`src/rtl/uart_pkg.sv`:
```
// Shared UART definitions: FSM state encoding (common with the transmitter) and legal bit-period values.
`default_nettype none

package uart_pkg;

   typedef enum logic [2:0] {
      IDLE   = 3'd0,
      START  = 3'd1,
      DATA   = 3'd2,
      PARITY = 3'd3,
      STOP   = 3'd4
   } uart_state_t;

   localparam int PRESCALE_8  = 8;
   localparam int PRESCALE_16 = 16;
   localparam int PRESCALE_32 = 32;

endpackage

`default_nettype wire

```
`src/rtl/uart_rx_sampler.sv`:
```
// Per-bit edge counter with a 2-of-3 majority vote around the bit centre.
`default_nettype none

module uart_rx_sampler #(
   parameter int PRESCALE_W = 6
) (
   input  logic                  clk,
   input  logic                  reset,
   input  logic                  i_run,
   input  logic [PRESCALE_W-1:0] i_prescale,
   input  logic                  i_bit,
   output logic [PRESCALE_W-1:0] o_edge_cnt,
   output logic                  o_bit_done,
   output logic                  o_bit
);

   logic [PRESCALE_W-1:0] r_cnt;
   logic [2:0]            r_samp;
   logic [PRESCALE_W-1:0] w_half;

   assign w_half     = i_prescale >> 1;
   assign o_bit_done = i_run && (r_cnt == (i_prescale - PRESCALE_W'(1)));
   assign o_edge_cnt = r_cnt;
   assign o_bit      = (r_samp[0] & r_samp[1]) | (r_samp[0] & r_samp[2]) | (r_samp[1] & r_samp[2]);

   always_ff @(posedge clk or posedge reset) begin
      if (reset) begin
         r_cnt  <= '0;
         r_samp <= '0;
      end else begin
         if (!i_run || o_bit_done) begin
            r_cnt <= '0;
         end else begin
            r_cnt <= r_cnt + PRESCALE_W'(1);
         end
         if (i_run) begin
            if (r_cnt == w_half - PRESCALE_W'(1)) r_samp[0] <= i_bit;
            if (r_cnt == w_half)                  r_samp[1] <= i_bit;
            if (r_cnt == w_half + PRESCALE_W'(1)) r_samp[2] <= i_bit;
         end
      end
   end

endmodule

`default_nettype wire

```
`src/rtl/uart_rx.sv`:
```
// UART receiver: synchronised serial input, oversampled framing, parity/stop checking, one-cycle outcome pulses.
`default_nettype none

module uart_rx
   import uart_pkg::*;
#(
   parameter int DATA_W     = 8,
   parameter int PRESCALE_W = 6
) (
   input  logic                  clk,
   input  logic                  reset,
   input  logic                  RX_IN,
   input  logic [PRESCALE_W-1:0] PRESCALE,
   input  logic                  PAR_EN,
   input  logic                  PAR_TYP,
   output logic [DATA_W-1:0]     P_DATA,
   output logic                  DATA_VALID,
   output logic                  PAR_ERR,
   output logic                  STP_ERR
);

   localparam int IDX_W = (DATA_W > 1) ? $clog2(DATA_W) : 1;

   uart_state_t           r_state, w_next;
   logic                  r_sync1, r_sync2;
   logic [PRESCALE_W-1:0] r_prescale, w_prescale_eff;
   logic                  r_par_en, r_par_typ, r_par_bit;
   logic [DATA_W-1:0]     r_shift, r_pdata;
   logic [IDX_W-1:0]      r_bit_idx;
   logic                  r_valid, r_perr, r_serr;
   logic                  w_load, w_eval, w_par_bad, w_stp_bad;
   logic [PRESCALE_W-1:0] w_edge_cnt;
   logic                  w_bit_done, w_bit, w_unused_cnt;

   assign w_unused_cnt = ^w_edge_cnt;

   uart_rx_sampler #(.PRESCALE_W(PRESCALE_W)) u_sampler (
      .clk        (clk),
      .reset      (reset),
      .i_run      (r_state != IDLE),
      .i_prescale (r_prescale),
      .i_bit      (r_sync2),
      .o_edge_cnt (w_edge_cnt),
      .o_bit_done (w_bit_done),
      .o_bit      (w_bit)
   );

   always_comb begin
      w_prescale_eff = PRESCALE_W'(PRESCALE_8);
      if (PRESCALE == PRESCALE_W'(PRESCALE_16) || PRESCALE == PRESCALE_W'(PRESCALE_32)) begin
         w_prescale_eff = PRESCALE;
      end
   end

   always_ff @(posedge clk or posedge reset) begin
      if (reset) begin
         r_state <= IDLE;
         r_sync1 <= 1'b1;
         r_sync2 <= 1'b1;
      end else begin
         r_state <= w_next;
         r_sync1 <= RX_IN;
         r_sync2 <= r_sync1;
      end
   end

   // A low line on the last stop cycle starts the next frame directly, so back-to-back frames keep their pitch.
   always_comb begin
      w_next    = r_state;
      w_eval    = 1'b0;
      w_par_bad = r_par_en && ((^r_shift ^ r_par_typ) != r_par_bit);
      w_stp_bad = !w_bit;
      case (r_state)
         IDLE:    if (!r_sync2) w_next = START;
         START:   if (w_bit_done) w_next = w_bit ? IDLE : DATA;
         DATA:    if (w_bit_done && r_bit_idx == IDX_W'(DATA_W-1)) w_next = r_par_en ? PARITY : STOP;
         PARITY:  if (w_bit_done) w_next = STOP;
         STOP: begin
            if (w_bit_done) begin
               w_eval = 1'b1;
               w_next = r_sync2 ? IDLE : START;
            end
         end
         default: w_next = IDLE;
      endcase
      w_load = (w_next == START) && (r_state != START);
   end

   always_ff @(posedge clk or posedge reset) begin
      if (reset) begin
         r_prescale <= PRESCALE_W'(PRESCALE_8);
         r_par_en   <= 1'b0;
         r_par_typ  <= 1'b0;
         r_par_bit  <= 1'b0;
         r_shift    <= '0;
         r_bit_idx  <= '0;
         r_pdata    <= '0;
         r_valid    <= 1'b0;
         r_perr     <= 1'b0;
         r_serr     <= 1'b0;
      end else begin
         r_valid <= w_eval && !w_par_bad && !w_stp_bad;
         r_perr  <= w_eval && w_par_bad;
         r_serr  <= w_eval && w_stp_bad;
         if (w_eval && !w_par_bad && !w_stp_bad) r_pdata <= r_shift;
         if (w_load) begin
            r_prescale <= w_prescale_eff;
            r_par_en   <= PAR_EN;
            r_par_typ  <= PAR_TYP;
            r_bit_idx  <= '0;
         end
         if (r_state == DATA && w_bit_done) begin
            r_shift   <= {w_bit, r_shift[DATA_W-1:1]};
            r_bit_idx <= r_bit_idx + IDX_W'(1);
         end
         if (r_state == PARITY && w_bit_done) r_par_bit <= w_bit;
      end
   end

   assign P_DATA     = r_pdata;
   assign DATA_VALID = r_valid;
   assign PAR_ERR    = r_perr;
   assign STP_ERR    = r_serr;

endmodule

`default_nettype wire

```
`config.mk`:
```
export PLATFORM = sky130hd
export DESIGN_NAME = uart_rx
export DESIGN_NICKNAME = d
export VERILOG_FILES = /design/src/rtl/uart_pkg.sv /design/src/rtl/uart_rx_sampler.sv /design/src/rtl/uart_rx.sv
export SDC_FILE = /design/constraint.sdc
export NUM_CORES = 1
export LEC_CHECK = 0
export ABC_AREA = 1
export CAP_MARGIN = 15
export CORE_ASPECT_RATIO = 1.1
export CORE_MARGIN = 2
export CORE_UTILIZATION = 48
export CTS_BUF_LIST = sky130_fd_sc_hd__clkbuf_4 sky130_fd_sc_hd__clkbuf_8 sky130_fd_sc_hd__clkbuf_16
export CTS_CLUSTER_SIZE = 16
export DETAILED_ROUTE_END_ITERATION = 12
export PLACE_DENSITY_LB_ADDON = 0.25
export SLEW_MARGIN = 30
export SYNTH_ARGS = -nofsm -noshare
export SYNTH_HDL_FRONTEND = slang
export SYNTH_SLANG_ARGS = --single-unit
```
`constraint.sdc`:
```
create_clock -name clk -period 3.9 [get_ports clk]
set_clock_uncertainty 0.2 [all_clocks]
set_input_delay 0.78 -clock clk [delete_from_list [all_inputs] [get_ports clk]]
set_output_delay 0.78 -clock clk [all_outputs]
set_load 0.1 [all_outputs]
```
==> results of run 1 <==
-- metal layers --
layer	vias to the layer above	GRT usage (%)	share of wire (%)
met5	-	0	0
met4	0	7.27	2.1
li1	1026	-	-
met1	934	23.9	46
met3	9	3.10	2.2
met2	16	32.1	50
-- cell usage in the layout, fill, tap and decap left out, types with 2 or more instances in the layout --
master,count
nand2_2,7
clkbuf_8,6
nand4_1,2
dfstp_2,3
a21oi_1,4
inv_1,39
dfrtp_1,42
xor2_1,11
nor3b_1,2
nor3_1,6
nand3_1,18
nor2_4,2
ha_1,7
o21ai_2,11
nor2_2,2
nor2_1,20
clkdlybuf4s50_1,21
nand2_1,81
nand3b_1,2
nand3_2,2
nand2_4,2
xnor2_1,9
inv_2,10
o21ai_0,11
o21a_1,2
-- synthesized netlist by cell type, types with 2 or more instances --
master,instances
a21oi_1,4
buf_6,3
dfrtp_1,42
dfstp_2,3
ha_1,7
inv_1,40
inv_2,10
nand2_1,81
nand2_2,7
nand2_4,2
nand3_1,18
nand3_2,2
nand3b_1,2
nand4_1,2
nor2_1,20
nor2_2,2
nor2_4,2
nor3_1,6
nor3b_1,2
o21a_1,2
o21ai_0,11
o21ai_2,11
xnor2_1,9
xor2_1,11
-- state kept, by name, summed over array words and instances, names as in the netlist, 3 cells and up --
name and cells:
u_sampler.r_samp 3, u_sampler.o_edge_cnt 6, r_state 3, r_prescale 6, r_shift 8, P_DATA 8, r_bit_idx 3
-- worst register-to-register path, delay by kind of cell, from the launching register on --
family	cells	cell delay [ps]
adders and majority gates	1	310
buffers and inverters	2	160
DFF	1	430
AOI/OAI and AO/OA	2	280
and+or+nand+nor	8	1080
-- path summary, 6_finish.rpt --
path                                            from                   endpoint  slack [ps]  cells after the start
setup / recovery               P_DATA[7]$_DFFE_PP0P_                  P_DATA[7]        1120                      1
hold / removal                     r_sync1$_DFF_PP1_          r_sync2$_DFF_PP1_         160                      0
setup reg to reg           r_prescale[1]$_DFFE_PP0P_  r_prescale[4]$_DFFE_PP0P_        1350                     13
hold reg to reg                    r_sync1$_DFF_PP1_          r_sync2$_DFF_PP1_         160                      0
max in group asynchronous                      reset  r_prescale[3]$_DFFE_PP1P_        2250                      3
min in group asynchronous                      reset      P_DATA[1]$_DFFE_PP0P_         600                      2
-- logic make-up (layout without fill, tap and decap cells) --
| kind of cell | Yosys count | in the layout |
|---|---|---|
| adder cells (fa/ha/maj) | 7 | 7 |
| AND/OR/NAND/NOR | 150 | 150 |
| flip-flops | 45 | 45 |
| buffers and inverters | 55 | 79 |
| AO/OA/AOI/OAI | 36 | 36 |
| XOR/XNOR | 20 | 20 |
-- final cells by class --
cell class                 instances  area, µm²  share of cell area (%)
multi-input combinational        213       1220                    41.6
clock buffer                       6       82.6                    2.80
inverter                          50        189                    6.41
tap                               75       93.8                    3.19
sequential                        45       1130                    38.4
timing repair buffer              22        218                    7.39
clock inverter                     1       7.51                   0.255
-- power groups by stage --
stage / Sequential [mW] / Combinational, mW / Clock, mW
6_report: 0.658 / 0.660 / 0.292
5_1_grt: 0.666 / 0.760 / 0.315
4_1_cts: 0.656 / 0.667 / 0.299
3_5_place_dp: 0.664 / 0.665 / 0
3_3_place_gp: 0.664 / 0.654 / 0
2_1_floorplan: 0.618 / 0.594 / 0
==> results.sh, run 1 <==
export IMPL_status="complete, no violations"
export IMPL_placed_area_um2=2860
export IMPL_power_leakage_nw=1.43
export IMPL_ys_warn_count=0
export IMPL_cts_max_level=2
export IMPL_layout_nets=355
export IMPL_rsz0062_at_grt="no"
export IMPL_fin_util_pct=55.7
export IMPL_start_util_pct=48.9
export IMPL_num_antenna_cells=0
export IMPL_core_um2=5290
export IMPL_cp_data_arrival_time_ps=1800
export IMPL_fmax_mhz=359
export IMPL_synth_top_cell_by_area="dfrtp_1"
export IMPL_synth_compound_area_share_pct=9.77
export IMPL_wl_per_cell_um=11.8
export IMPL_place_ws_ps=1370
export IMPL_synthSimpleGateAreaFrac_pct=27.4
export IMPL_worst_skew_pair_late_latency_ps=300
export IMPL_port_buffers=21
export IMPL_synth_fa_ha_area_share_pct=3.38
export IMPL_cts_sinks=45
export IMPL_synth_cells=313
export IMPL_drive_above_1_share_pct=15.1
export IMPL_fp_row_count=28
export IMPL_cts_resized=0
export IMPL_cts_tree="yes"
export IMPL_cts_buffers=5
export IMPL_postCtsSetupRepairBufs=0
export IMPL_ys_ff_latch=45
export IMPL_yosysSeqAreaShare_pct=43.7
export IMPL_hold_viol=0
export IMPL_viasPerCell=4.82
export IMPL_die_y_um=81.0
export IMPL_cellInternalPower_mw=0.938
export IMPL_synth_edf_count=0
export IMPL_pwr_share_clk_pct=18.2
export IMPL_layout_worst_path_cycle_share_pct=71.3
export IMPL_fp_dieW_um=74.0
export IMPL_start_kind="flop"
export IMPL_routed_wl_um=4860
export IMPL_pwr_share_seq_pct=40.9
export IMPL_track_usage_pct=18.9
export IMPL_syn_num_nets=331
export IMPL_p_sw_mw=0.671
export IMPL_ir_drop_uv=283
export IMPL_root_buffer="clkbuf_8"
export IMPL_fin_total_pwr_mw=1.61
export IMPL_cp_num_buf_inv=1
export IMPL_ctsLongestPathBuffers=2
export IMPL_vias=1985
export IMPL_path_class="reg -> out"
export IMPL_final_cells=412
export IMPL_critPathMaxFanout=2
export IMPL_max_slew_worst_pin_slew_ps=972
export IMPL_drt_pass1_iterations=4
export IMPL_netlist_area_um2=2590
export IMPL_placed_cells=405
export IMPL_clk_pin_slew_ps=80
export IMPL_post_route_min_period_ps=2780
export IMPL_overflow=0
export IMPL_cp_slowest_cell="clkdlybuf4s50_1"
export IMPL_die_area_um2=5990
export IMPL_cp_cell_sequence="clkdlybuf4s50_1"
export IMPL_grt_max_degree=31
export IMPL_gp_congestion=0.859
export IMPL_finalSetupTns_ps=0
export IMPL_synth_cell_types=38
export IMPL_route_detailed_drc=0
export IMPL_areaGrowthSynthToFinish_pct=13.8
export IMPL_nFillCells=487
export IMPL_ys_top_cells_by_area="dfrtp_1 41%, nand2_1 12%, inv_1 5.8%, o21ai_2 3.7%, xor2_1 3.7%"
export IMPL_ios=22
export IMPL_synth_top_area_share_pct=40.6
export IMPL_antenna_found_initial=0
export IMPL_grt_first_pass_wirelength_um=8810
export IMPL_async_reset_ff_share_pct=100
export IMPL_path_delay_family="buffers and inverters"
export IMPL_synth_xor_area_share_pct=6.77
export IMPL_critPathRequiredTime_ps=2920
export IMPL_slowest_delay_ps=1130
export IMPL_hpwlAfterDp_um=3760
export IMPL_setup_violations=0
export IMPL_ctsHoldBuffers=0
export IMPL_powerDensity_nw_per_um2=546
export IMPL_ys_flop_type="dfrtp_1"
export IMPL_endpoint_kind="primary output"
export IMPL_setup_slack_ps=1120
export IMPL_hold_path_class="reg -> reg"
export IMPL_antenna_left=0
export IMPL_whs_ps=159
export IMPL_final_area_um2=2950
export IMPL_synth_top_family_by_area="simple AND/OR/NAND/NOR gates"
export IMPL_drv_slew=0
export IMPL_swShare_pct=41.7
export IMPL_drt_iter0_markers=80
export IMPL_comb_power_share_pct=41.0
export IMPL_grt_pass1_vias=1994
export IMPL_relSlewSlack_pct=35.0
export IMPL_maxCapViolCount=0
export IMPL_synthMuxAreaShare_pct=0
export IMPL_syn_area_per_cell_um2=8.27
No activity file was read; power rests on OpenSTA's default activity.
==> inputs of run 2 (changes only) <==
clock period = 2.3 ns   (was 3.9 ns; I/O delays follow)
==> run 2 against run 1 <==
Utilization up 5.2 points. Register-to-register slack got worse by 1300 ps. First-iteration DRC count increased by 1.3%. Critical endpoint is now r_par_typ$_DFFE_PP0P_.
==> results.sh, run 2 (synthesis results as in run 1) <==
export IMPL_use_met3_pct=3.47
export IMPL_ff2ff_setup_slack_ps=40
export IMPL_drive_above_1_share_pct=28.5
export IMPL_hpwlAfterDp_um=4030
export IMPL_worst_skew_pair_late_latency_ps=300
export IMPL_ctsLongestPathBuffers=2
export IMPL_layout_worst_path_cycle_share_pct=98.1
export IMPL_track_usage_pct=19.8
export IMPL_critPathMaxFanout=8
export IMPL_root_buffer="clkbuf_8"
export IMPL_placed_area_um2=3010
export IMPL_reg2reg_depth=13
export IMPL_num_antenna_cells=0
export IMPL_setup_slack_ps=44.3
export IMPL_cp_data_arrival_time_ps=2250
export IMPL_setup_violations=0
export IMPL_fin_util_pct=60.9
export IMPL_maxCapViolCount=0
export IMPL_finalSetupTns_ps=0
export IMPL_fin_total_pwr_mw=2.94
export IMPL_final_cell_mix="78 x nand2_1, 41 x dfrtp_1, 37 x inv_1, 36 x buf_4, 18 x nor2_1"
export IMPL_start_util_pct=48.9
export IMPL_vias=2133
export IMPL_nFillCells=457
export IMPL_final_area_um2=3220
export IMPL_drt_iter0_markers=81
export IMPL_cts_tree="yes"
export IMPL_ir_drop_uv=530
export IMPL_grt_max_degree=28
export IMPL_gp_congestion=0.940
export IMPL_path_class="reg -> reg"
export IMPL_clk_pin_slew_ps=80
export IMPL_overflow=0
export IMPL_grt_pass1_vias=2107
export IMPL_place_ws_ps=-116
export IMPL_port_buffers=21
export IMPL_mostFrequentLayoutCell="nand2_1"
export IMPL_endpoint_kind="flop"
export IMPL_grt_first_pass_wirelength_um=9010
export IMPL_power_leakage_nw=1.60
export IMPL_core_um2=5290
export IMPL_cts_max_level=2
export IMPL_placed_cells=426
export IMPL_max_slew_worst_pin_slew_ps=464
export IMPL_hold_viol=0
export IMPL_antenna_left=0
export IMPL_fp_row_count=28
export IMPL_r2r_start="r_prescale[1]$_DFFE_PP0P_"
export IMPL_drt_pass1_iterations=4
export IMPL_hold_path_class="in -> async"
export IMPL_viasPerCell=4.85
export IMPL_fmax_mhz=443
export IMPL_rsz0062_at_grt="yes"
export IMPL_fp_dieW_um=74.0
export IMPL_final_cells=440
export IMPL_drv_slew=0
export IMPL_ios=22
export IMPL_layout_nets=382
export IMPL_grt_util_met2_pct=33.2
export IMPL_areaGrowthSynthToFinish_pct=24.4
export IMPL_start_kind="flop"
export IMPL_wl_per_cell_um=12.1
export IMPL_routed_wl_um=5330
export IMPL_critPathRequiredTime_ps=2290
export IMPL_die_y_um=81.0
export IMPL_whs_ps=151
export IMPL_die_area_um2=5990
export IMPL_route_detailed_drc=0
export IMPL_relSlewSlack_pct=68.2
export IMPL_powerDensity_nw_per_um2=913
export IMPL_antenna_found_initial=0
export IMPL_cts_sinks=45
export IMPL_top_usage_layer="met2"
export IMPL_met1_usage_pct=23.5
export IMPL_r2r_end="r_par_typ$_DFFE_PP0P_"
export IMPL_status="complete, no violations"
export IMPL_cts_buffers=5
export IMPL_post_route_min_period_ps=2260
## run 2: worst max path at each step
stage,start,endpoint,depth (start not counted),slack [ps]
after floorplan,r_prescale[1]$_DFFE_PP0P_,P_DATA[1]$_DFFE_PP0P_,14,20
after global placement,r_prescale[1]$_DFFE_PP0P_,r_prescale[4]$_DFFE_PP0P_,12,-70
after detailed placement,r_prescale[1]$_DFFE_PP0P_,r_bit_idx[2]$_DFFE_PP0P_,12,-120
after CTS,r_prescale[1]$_DFFE_PP0P_,P_DATA[1]$_DFFE_PP0P_,15,7
after global routing,r_prescale[1]$_DFFE_PP0P_,r_par_typ$_DFFE_PP0P_,12,-120
final,r_prescale[1]$_DFFE_PP0P_,r_par_typ$_DFFE_PP0P_,13,40
## run 2: repair_timing
action	4_1_cts	5_1_grt
cloned	1	0
hold buffers	0	0
setup buffers	2	3
pin swaps	3	7
setup endpoints to repair	12	26
gates resized for setup	6	12
## run 2: where the power goes
group	total [mW]	switching (mW)	internal, mW
clock network	0.496	0.257	0.239
registers	1.10	0.169	0.929
logic	1.35	0.821	0.526
total	2.94	1.25	1.69
## run 2: worst max-delay path: stages, from the launching register on
cell     delay [ps]
dfrtp_1         360
inv_2            70
ha_4            270
inv_1            30
nand2_1          50
nand2_1          50
nor2_2          130
nand3_2         110
nor2_4          140
nand4_1         160
a21oi_4         240
nand3_4         170
nand2_1         110
o21ai_2          50
## run 2: area by class of cell
type	count	area, µm²	area share (%)
multi-input cells	214	1310	40.5
flip-flops and latches	45	1130	35.1
repair buffers	48	410	12.7
inverters	50	188	5.83
well taps	75	93.8	2.91
clock buffers	7	83.8	2.60
clock inverters	1	7.51	0.233
## run 2: layer usage
metal / part of all wire (%) / routed length, µm
met1: 43 / 2290
met4: 4.1 / 220
met2: 50 / 2670
met3: 2.9 / 153
met5: 0 / 0
